<file path="src/rtl/fpu_issue_scoreboard.sv">
// Issue-stage hazard detector and sequencer for the single multi-cycle FPU.
// Tracks pending register writes from the FPU, the load currently in EX and
// the FPU latency countdown, and stalls decode whenever issuing would break
// RAW/WAW ordering, load-use timing, FPU occupancy or the writeback port.
module fpu_issue_scoreboard #(
  parameter int FPU_LAT = 4
) (
  input  logic       clk,
  input  logic       rst_n,
  input  logic       IssueValid,
  input  logic       Flush,
  input  logic [0:4] Rs1,
  input  logic [0:4] Rs2,
  input  logic       Rs1Used,
  input  logic       Rs2Used,
  input  logic       Rs1FP,
  input  logic       Rs2FP,
  input  logic [0:4] Rd,
  input  logic       RdWE,
  input  logic       RdFP,
  input  logic [0:1] DInSrc,
  output logic       Stall,
  output logic       FPUStart,
  output logic       FPUDone,
  output logic       FPUBusy,
  output logic [0:4] FPUDest,
  output logic       FPUDestFP
);

  if (FPU_LAT < 4 || FPU_LAT > 15) begin : gLatCheck
    $error("fpu_issue_scoreboard: FPU_LAT must be in 4..15");
  end

  localparam logic [3:0] LAT = 4'(FPU_LAT);

  logic [31:0] gBusy, fBusy;
  logic [31:0] gBusyNext, fBusyNext;
  logic [3:0]  fpuCnt;
  logic        fpuDestWE;
  logic        ldValid;
  logic [0:4]  ldRd;
  logic        ldFP;

  logic isFpuOp, accept;
  logic raw1, raw2, waw, ldUse1, ldUse2, structHaz, wbHaz;

  // A register is pending if its busy bit is set; GPR R0 never is.
  function automatic logic isBusy(input logic [31:0] g, input logic [31:0] f,
                                  input logic [0:4] r, input logic fp);
    return fp ? f[r] : ((r != 5'd0) && g[r]);
  endfunction

  // The FPU result written this cycle is visible to a same-cycle reader.
  function automatic logic isBypass(input logic done, input logic we,
                                    input logic [0:4] dest, input logic destFp,
                                    input logic [0:4] r, input logic fp);
    return done && we && (dest == r) && (destFp == fp);
  endfunction

  // A source collides with the load in EX when number and file match (GPR R0 excluded).
  function automatic logic isLoadUse(input logic lv, input logic [0:4] lr, input logic lfp,
                                     input logic used, input logic [0:4] r, input logic fp);
    return lv && used && (lr == r) && (lfp == fp) && !(!fp && (r == 5'd0));
  endfunction

  // Hazard detection and issue decision, purely from state plus current decode.
  always_comb begin
    FPUDone   = (fpuCnt == 4'd1);
    FPUBusy   = (fpuCnt > 4'd1);
    isFpuOp   = (DInSrc == 2'b10);
    raw1      = Rs1Used && isBusy(gBusy, fBusy, Rs1, Rs1FP)
                && !isBypass(FPUDone, fpuDestWE, FPUDest, FPUDestFP, Rs1, Rs1FP);
    raw2      = Rs2Used && isBusy(gBusy, fBusy, Rs2, Rs2FP)
                && !isBypass(FPUDone, fpuDestWE, FPUDest, FPUDestFP, Rs2, Rs2FP);
    waw       = RdWE && isBusy(gBusy, fBusy, Rd, RdFP)
                && !isBypass(FPUDone, fpuDestWE, FPUDest, FPUDestFP, Rd, RdFP);
    ldUse1    = isLoadUse(ldValid, ldRd, ldFP, Rs1Used, Rs1, Rs1FP);
    ldUse2    = isLoadUse(ldValid, ldRd, ldFP, Rs2Used, Rs2, Rs2FP);
    structHaz = isFpuOp && (fpuCnt > 4'd1);
    wbHaz     = !isFpuOp && RdWE && (fpuCnt == 4'd4);
    Stall     = rst_n && IssueValid && !Flush
                && (raw1 || raw2 || waw || ldUse1 || ldUse2 || structHaz || wbHaz);
    accept    = rst_n && IssueValid && !Stall && !Flush;
    FPUStart  = accept && isFpuOp;
  end

  // Busy-bit update: completion clears first, a new FPU issue then sets (set wins).
  always_comb begin
    gBusyNext = gBusy;
    fBusyNext = fBusy;
    if (FPUDone && fpuDestWE) begin
      if (FPUDestFP) fBusyNext[FPUDest] = 1'b0;
      else           gBusyNext[FPUDest] = 1'b0;
    end
    if (FPUStart && RdWE) begin
      if (RdFP) fBusyNext[Rd] = 1'b1;
      else      gBusyNext[Rd] = 1'b1;
    end
    gBusyNext[0] = 1'b0;
  end

  // Scoreboard, FPU sequencer and load-in-EX tracking registers.
  always_ff @(posedge clk) begin
    if (!rst_n) begin
      gBusy     <= '0;
      fBusy     <= '0;
      fpuCnt    <= '0;
      FPUDest   <= '0;
      FPUDestFP <= 1'b0;
      fpuDestWE <= 1'b0;
      ldValid   <= 1'b0;
      ldRd      <= '0;
      ldFP      <= 1'b0;
    end else begin
      gBusy <= gBusyNext;
      fBusy <= fBusyNext;
      if (FPUStart) begin
        fpuCnt    <= LAT;
        FPUDest   <= Rd;
        FPUDestFP <= RdFP;
        fpuDestWE <= RdWE;
      end else if (fpuCnt != 4'd0) begin
        fpuCnt <= fpuCnt - 4'd1;
      end
      ldValid <= accept && (DInSrc == 2'b11) && RdWE;
      ldRd    <= Rd;
      ldFP    <= RdFP;
    end
  end

endmodule

</file>
<file path="config.mk">
export PLATFORM = sky130hd
export DESIGN_NAME = fpu_issue_scoreboard
export DESIGN_NICKNAME = d
export VERILOG_FILES = /design/src/rtl/fpu_issue_scoreboard.sv
export SDC_FILE = /design/constraint.sdc
export NUM_CORES = 1
export LEC_CHECK = 0
export CORE_ASPECT_RATIO = 1.25
export CORE_MARGIN = 1
export CORE_UTILIZATION = 54
export CTS_CLUSTER_DIAMETER = 50
export DETAILED_ROUTE_END_ITERATION = 16
export PLACE_DENSITY = 0.89
export REMOVE_ABC_BUFFERS = 1
export SYNTH_ARGS = -nofsm -noshare
export SYNTH_HDL_FRONTEND = slang
export SYNTH_SLANG_ARGS = --single-unit
export TNS_END_PERCENT = 10
</file>
<file path="constraint.sdc">
create_clock -name clk -period 3.6 [get_ports clk]
set_input_delay 0.72 -clock clk [delete_from_list [all_inputs] [get_ports clk]]
set_output_delay 0.72 -clock clk [all_outputs]
set_load 0.03 [all_outputs]
</file>
==> impl_metrics.py <==
metrics = {
    "detailed_routing": {
        "postRouteAntennaNets": 0,
        "first_pass_iters": 6,
        "via_count": 6213,
        "wirelength_mm": 22.32,
        "drcViolationCount": 0,
        "via_per_inst": 7.309,
        "wl_per_cell_um": 26.26,
        "drt_iter0_drc": 944,
    },
    "place": {
        "place.gp.congestion": 1.051,
        "dp_hpwl_mm": 15.02,
        "post-place-ws_ps": -626.4,
        "placed_cells": 812,
        "numPortBuffers": 36,
    },
    "clock_tree": {
        "cts_max_level": 3,
        "numCtsBuffers": 9,
        "clkLatencyLatePin_ps": 350,
        "cts_tree": "done",
        "cts_root_buf": "clkbuf_16",
        "hold_buffers": 0,
        "clock-sinks": 81,
        "clock_path_buffers": 2,
        "cts.clk_slew.worst_paths_ps": 60,
    },
    "worst_setup_path": {
        "endpoint_kind": "primary output",
        "arrival_ps": 2890,
        "path_delay_family": "compound AO/OA/AOI/OAI gates",
        "worst_path_max_delay_cell": "o41ai_4",
        "worst_path_most_repeated_cell": "buf_6",
        "slowest_delay_ps": 440,
        "cp-start-kind": "primary input",
        "path_cells": "buf_6 > buf_6 > buf_6 > and3_4 > a22oi_2 > nand2_1 > o311a_1 > o41ai_4 > buf_4 > nor3_4 > nor2_1 > buf_4",
        "worst-path-buf-inv": 5,
        "crit_fanout": 5,
        "crit_required_ps": 2880,
        "criticalPathCategory": "primary input to primary output",
    },
    "finish": {
        "register_area_um2": 1622,
        "n_fill_cell": 659,
        "syn2layout_area_growth_pct": 32.23,
        "layout-drive-gt1-share_pct": 29.13,
        "final_nets": 747,
        "final_common_cell": "buf_4",
        "multi_input_area_um2": 3901,
        "final_cell_mix": "buf_4 (90), dfxtp_1 (81), nand2_1 (64)",
        "insertedDiodeCount": 0,
        "final_cells": 850,
    },
    "yosys": {
        "syn_avg_cell_area_um2": 9.005,
        "async_reset_ff_share_pct": 0,
        "synth_flop_cell": "dfxtp_1",
        "synth_mux_area_share_pct": 20.11,
        "synthCells": 619,
        "yosysWarnings": 0,
        "synth-xor-area-share_pct": 4.714,
        "synth_top_family_by_area": "compound AO/OA/AOI/OAI gates",
        "syn-cell-area_um2": 5574,
        "synth_enable_flop_cells": 0,
        "synth-seq-cells": 81,
        "ys_types": 57,
        "synth_compound_area_share_pct": 23.68,
        "synthAdderAreaFrac_pct": 0.6734,
        "yosysSeqAreaShare_pct": 29.09,
        "synthSimpleGateAreaFrac_pct": 15.74,
    },
    "timing": {
        "max_freq_ghz": 0.2772,
        "max_slew_margin_pct": 43.04,
        "setup_slack_ps": -6.880,
        "finalHoldViolations": 0,
        "layout_min_cycle_time_ps": 3607,
        "worst_pin_slew_ps": 854.4,
        "skew_ps": 8.688,
        "fin_crit_sh_pct": 100.2,
        "setup_violations": 2,
        "slew_violations": 0,
    },
    "outcome": {
        "outcome": "complete, but fails checks",
        "violations": "negative setup slack",
    },
    "floorplan": {
        "ios": 37,
        "core_um2": 10050,
        "rows": 41,
        "die_x_um": 92.88,
        "die_area_um2": 10740,
        "start_util_pct": 55.44,
        "die_h_um": 115.6,
    },
    "grt": {
        "grt_pass1_vias": 6092,
        "antenna_found_initial": 0,
        "grt_max_degree": 83,
        "grt_overflow_total": 0,
        "grt_usage_pct": 41.81,
        "grt_pass1_wl_mm": 33.48,
    },
    "run": {
        "drv_cap": 0,
    },
    "hold_path": {
        "hp-class": "flop to flop",
    },
    "pwr": {
        "cellPowerDensity_nw_per_um2": 358.1,
        "ir_drop_v": 0.0002535,
        "p_total_uw": 2640,
        "p_leak_uw": 0.002764,
    },
}
area by class of cell:
cell class                 instances  share of cell area, %
multi-input combinational        468                  52.93
sequential                        81                  22.00
timing repair buffer             143                  18.16
clock buffer                      10                  3.242
tap                              129                  2.190
clock inverter                     5                 0.7639
inverter                          14                 0.7130
worst register-to-register path: cells and delay by family, from the launching register on:
kind | cells | cell delay [ps]
fa+ha+maj | 1 | 240
flops | 1 | 320
compound gates | 4 | 1070
buf+inv | 3 | 520
simple gates | 2 | 1080
metrics by stage:
step | hold slack [ps] | cell area, µm² | setup TNS, ps | utilization [%]
after detailed placement | 485.7 | 6511 | -30430 | 64.76
after global placement | 458.0 | 6511 | -28270 | 64.76
after global routing | 525.9 | 7371 | -3575 | 73.31
after floorplan | 448.3 | 5293 | -13500 | -
after CTS | 493.7 | 7216 | -3.095 | 71.76
final | 520.3 | 7371 | -9.773 | 73.31
flip-flops by register name, summed over array words and instances (netlist names):
register and flops:
fBusy 32, gBusy 31, FPUDest 5, ldRd 5, fpuCnt 4, FPUDestFP 1, fpuDestWE 1, ldFP 1
ldValid 1
synthesized netlist by cell type, drive strengths merged (4+ instances only):
cell / count / area share (%)
clkbuf: 27 / 1.8
nand2: 64 / 4.3
nor3b: 5 / 0.67
nor2: 25 / 1.7
a22oi: 10 / 1.3
nand3: 18 / 1.6
o21ai: 25 / 2.2
nand4: 7 / 0.79
mux2i: 49 / 8.8
mux2: 8 / 1.6
o41ai: 9 / 1.7
inv: 14 / 0.94
o211ai: 62 / 8.4
buf: 29 / 3.2
nor2b: 8 / 0.90
mux4: 24 / 9.7
a211oi: 7 / 0.94
a31oi: 4 / 0.45
nand3b: 12 / 1.6
xor2: 10 / 1.6
o31ai: 39 / 5.3
dfxtp: 81 / 29
nor3: 7 / 0.63
xnor2: 20 / 3.1
a21oi: 7 / 0.63
nand2b: 5 / 0.56
cell families after synthesis:
group,Yosys count
DFF,81
muxes,81
xor gates and xnor gates,30
buffers and inverters,70
adders and majority gates,3
and+or+nand+nor,173
AOI/OAI and AO/OA,181
power by group:
part           leakage (µW)  switching [µW]  internal, µW  total (µW)
Combinational       0.00197             416           331         747
Sequential         0.000655            30.0           922         952
Clock              0.000144             390           551         941
Total               0.00276             836          1800        2640
timing repair:
| action | 4_1_cts | 5_1_grt |
|---|---|---|
| buffers inserted | 12 | 10 |
| gates cloned | 5 | 0 |
| gates resized for setup | 82 | 41 |
| endpoints found under the setup margin | 65 | 15 |
| pin swaps | 22 | 17 |
routing by layer:
layer | track usage [%] | wire (µm) | vias up
met1 | 48.27 | 7613 | 2907
met5 | 0 | 0 | -
met3 | 8.202 | 2383 | 178
met4 | 33.85 | 2067 | 0
li1 | - | - | 2581
met2 | 67.45 | 10260 | 547
worst paths after layout:
path / from / end / slack (ps) / cells after the start
setup / recovery: Rd[2] / Stall / -7 / 12
hold / removal: fpuDestWE / fpuDestWE / 520 / 2
setup reg to reg: fpuCnt[1] / gBusy[7] / 280 / 10
hold reg to reg: fpuDestWE / fpuDestWE / 520 / 2
Note: power is estimated with default switching activity, not from simulation.
==> patch: new RTL, same flow settings <==
One comparison of `fpuCnt` changes from == to >=.
--- a/src/rtl/fpu_issue_scoreboard.sv
+++ b/src/rtl/fpu_issue_scoreboard.sv
@@ -79,3 +79,3 @@
     structHaz = isFpuOp && (fpuCnt > 4'd1);
-    wbHaz     = !isFpuOp && RdWE && (fpuCnt == 4'd4);
+    wbHaz     = !isFpuOp && RdWE && (fpuCnt >= 4'd4);
     Stall     = rst_n && IssueValid && !Flush
Check against the original RTL: same outputs for any inputs over 4 cycles, from zero or initial values and one cycle with rst_n low; that may be too few to reach the edited logic, so the function may still have changed.
==> patch against the unedited design <==
Synthesized area increased by 2.9%; total power rose by 3.0%; sequential cell count stayed put; routed wire length fell by 0.11%; worst setup slack better by 0.066 ns; combinational power shrank 11%; non-clock buffer count shrank 12; worst hold slack worse by 0.014 ns; design area fell by 2.1%; critical path type unchanged.
==> patch: results (changes against the unedited design) <==
slowest cell delay on critical path: 0.25 ns (-0.19 ns)
drt first pass iters: 6 (unchanged)
share of layout cells above drive strength 1: 0.2276 (-0.06369)
Critical path origin: Rs2[3]
xor/xnor share of the synthesized area: 0.04428 (-0.002854)
worst vdd ir: 295.5 uV (+17%)
antenna cells: 0 (unchanged)
Crit path max-delay family: buffers and inverters
sequential group share of total power: 0.348 (-0.013)
unique cell type count in the Yosys netlist: 64 (+12%)
Fin Hold WS: 0.5063 ns (-0.01407 ns)
compound-cell area share of the yosys netlist: 0.2312 (-0.005573)
clk_lat worst skew: 0.34 ns
worst-margin pin slew: 0.7844 ns (-0.06995 ns)
Worst EP arrival: 2.82 ns (-0.07 ns)
Post-Route WL: 22.30 mm (-0.11%)
reg2reg path depth: 11 (+1)
commonest cells in the netlist: nand2_1, dfxtp_1, o211ai_1
post-synthesis area per instance: 8.336 sq um (-7.4%)
routed wl met2: 10.25 mm (about the same)
WL met1: 8.313 mm (+9.2%)
Initial DRC Count: 550 (-42%)
Switch Pwr: 0.0007834 W (-6.3%)
Hold Path End: fpuDestWE
first-pass GRT wire length: 32.46 mm (-3.0%)
dpl cell area: 6620 sq um (+1.7%)
top cells by area, synth: dfxtp_1, mux2i_1, o211ai_1, mux4_2, nand2_1
Routed WL per cell: 24.83 um (-5.4%)
total power: 0.002720 W (+3.0%)
Setup TNS: 0 ns (+0.009773 ns)
mux contribution to synthesized area: 0.1880 (-0.01308)
Met3 Routed Length: 2.301 mm (-3.4%)
Post-CTS Setup Bufs: 8 (-4)
total track usage: 0.4039 (-0.01422)
clk_skew: 0.007073 ns (-0.001615 ns)
met2 usage in global routing: 0.6382 (-0.03635)
fmax: 282.4 MHz (+1.9%)
grt met3 use: 0.1008 (+0.01875)
Adder-Cell Fraction of Synth Area: 0.006545 (-0.0001895)
Largest regs: fBusy (32), gBusy (31)
P_leak: 2.691 nW (-2.7%)
outcome: finished clean
dpl cells: 869 (+7.0%)
post-synthesis sequential area ratio: 0.2827 (-0.008187)
post_cts resized: 38 (-54%)
clock share of power: 0.407 (+0.050)
vias in the first global route: 5832 (-4.3%)
Vias/cell: 6.850 (-6.3%)
RR Endpoint: fBusy[14]
Final nets: 794 (+6.3%)
worst slack, placed: -0.3541 ns (+0.2723 ns)
crit-path max FO: 8 (+3)
largest net degree at the start of global routing: 43 (-48%)
RD Place Congestion: 1.021 (-2.8%)
slowest CP cell: o2111a_1
met1 Use GR: 0.4872 (+0.004414)
dpl hpwl: 15.60 mm (+3.9%)
R2R Setup Slk: 0.46 ns (+0.18 ns)
[patch: cell count changes after synthesis, moves of 6 or more]
cell	before	now
a22oi_1	10	16
buf_4	9	2
clkbuf_1	27	34
mux2i_1	49	59
mux4_2	24	16
nand2_1	64	96
nand3_1	18	7
nor2_1	25	31
nor3_1	7	15
o21ai_0	25	19
o21ai_1	0	52
o31ai_1	39	1
[patch: area by class of cell]
cell class                      instances  area, sq um
Clock inverter                          4        98.84
Fill cell                             792         2989
Clock buffer                           12        256.5
Inverter                               15        56.30
Timing Repair Buffer                  131         1184
Multi-Input combinational cell        526         3841
Sequential cell                        81         1622
Tap cell                              129        161.4
[patch: logic make-up (layout without fill, tap and decap cells)]
group	after synthesis	count (layout)
DFF	81	81
buffers and inverters	81	162
AOI/OAI and AO/OA	196	196
muxes	86	86
adders and majority gates	3	3
xor gates and xnor gates	29	29
and+or+nand+nor	212	212
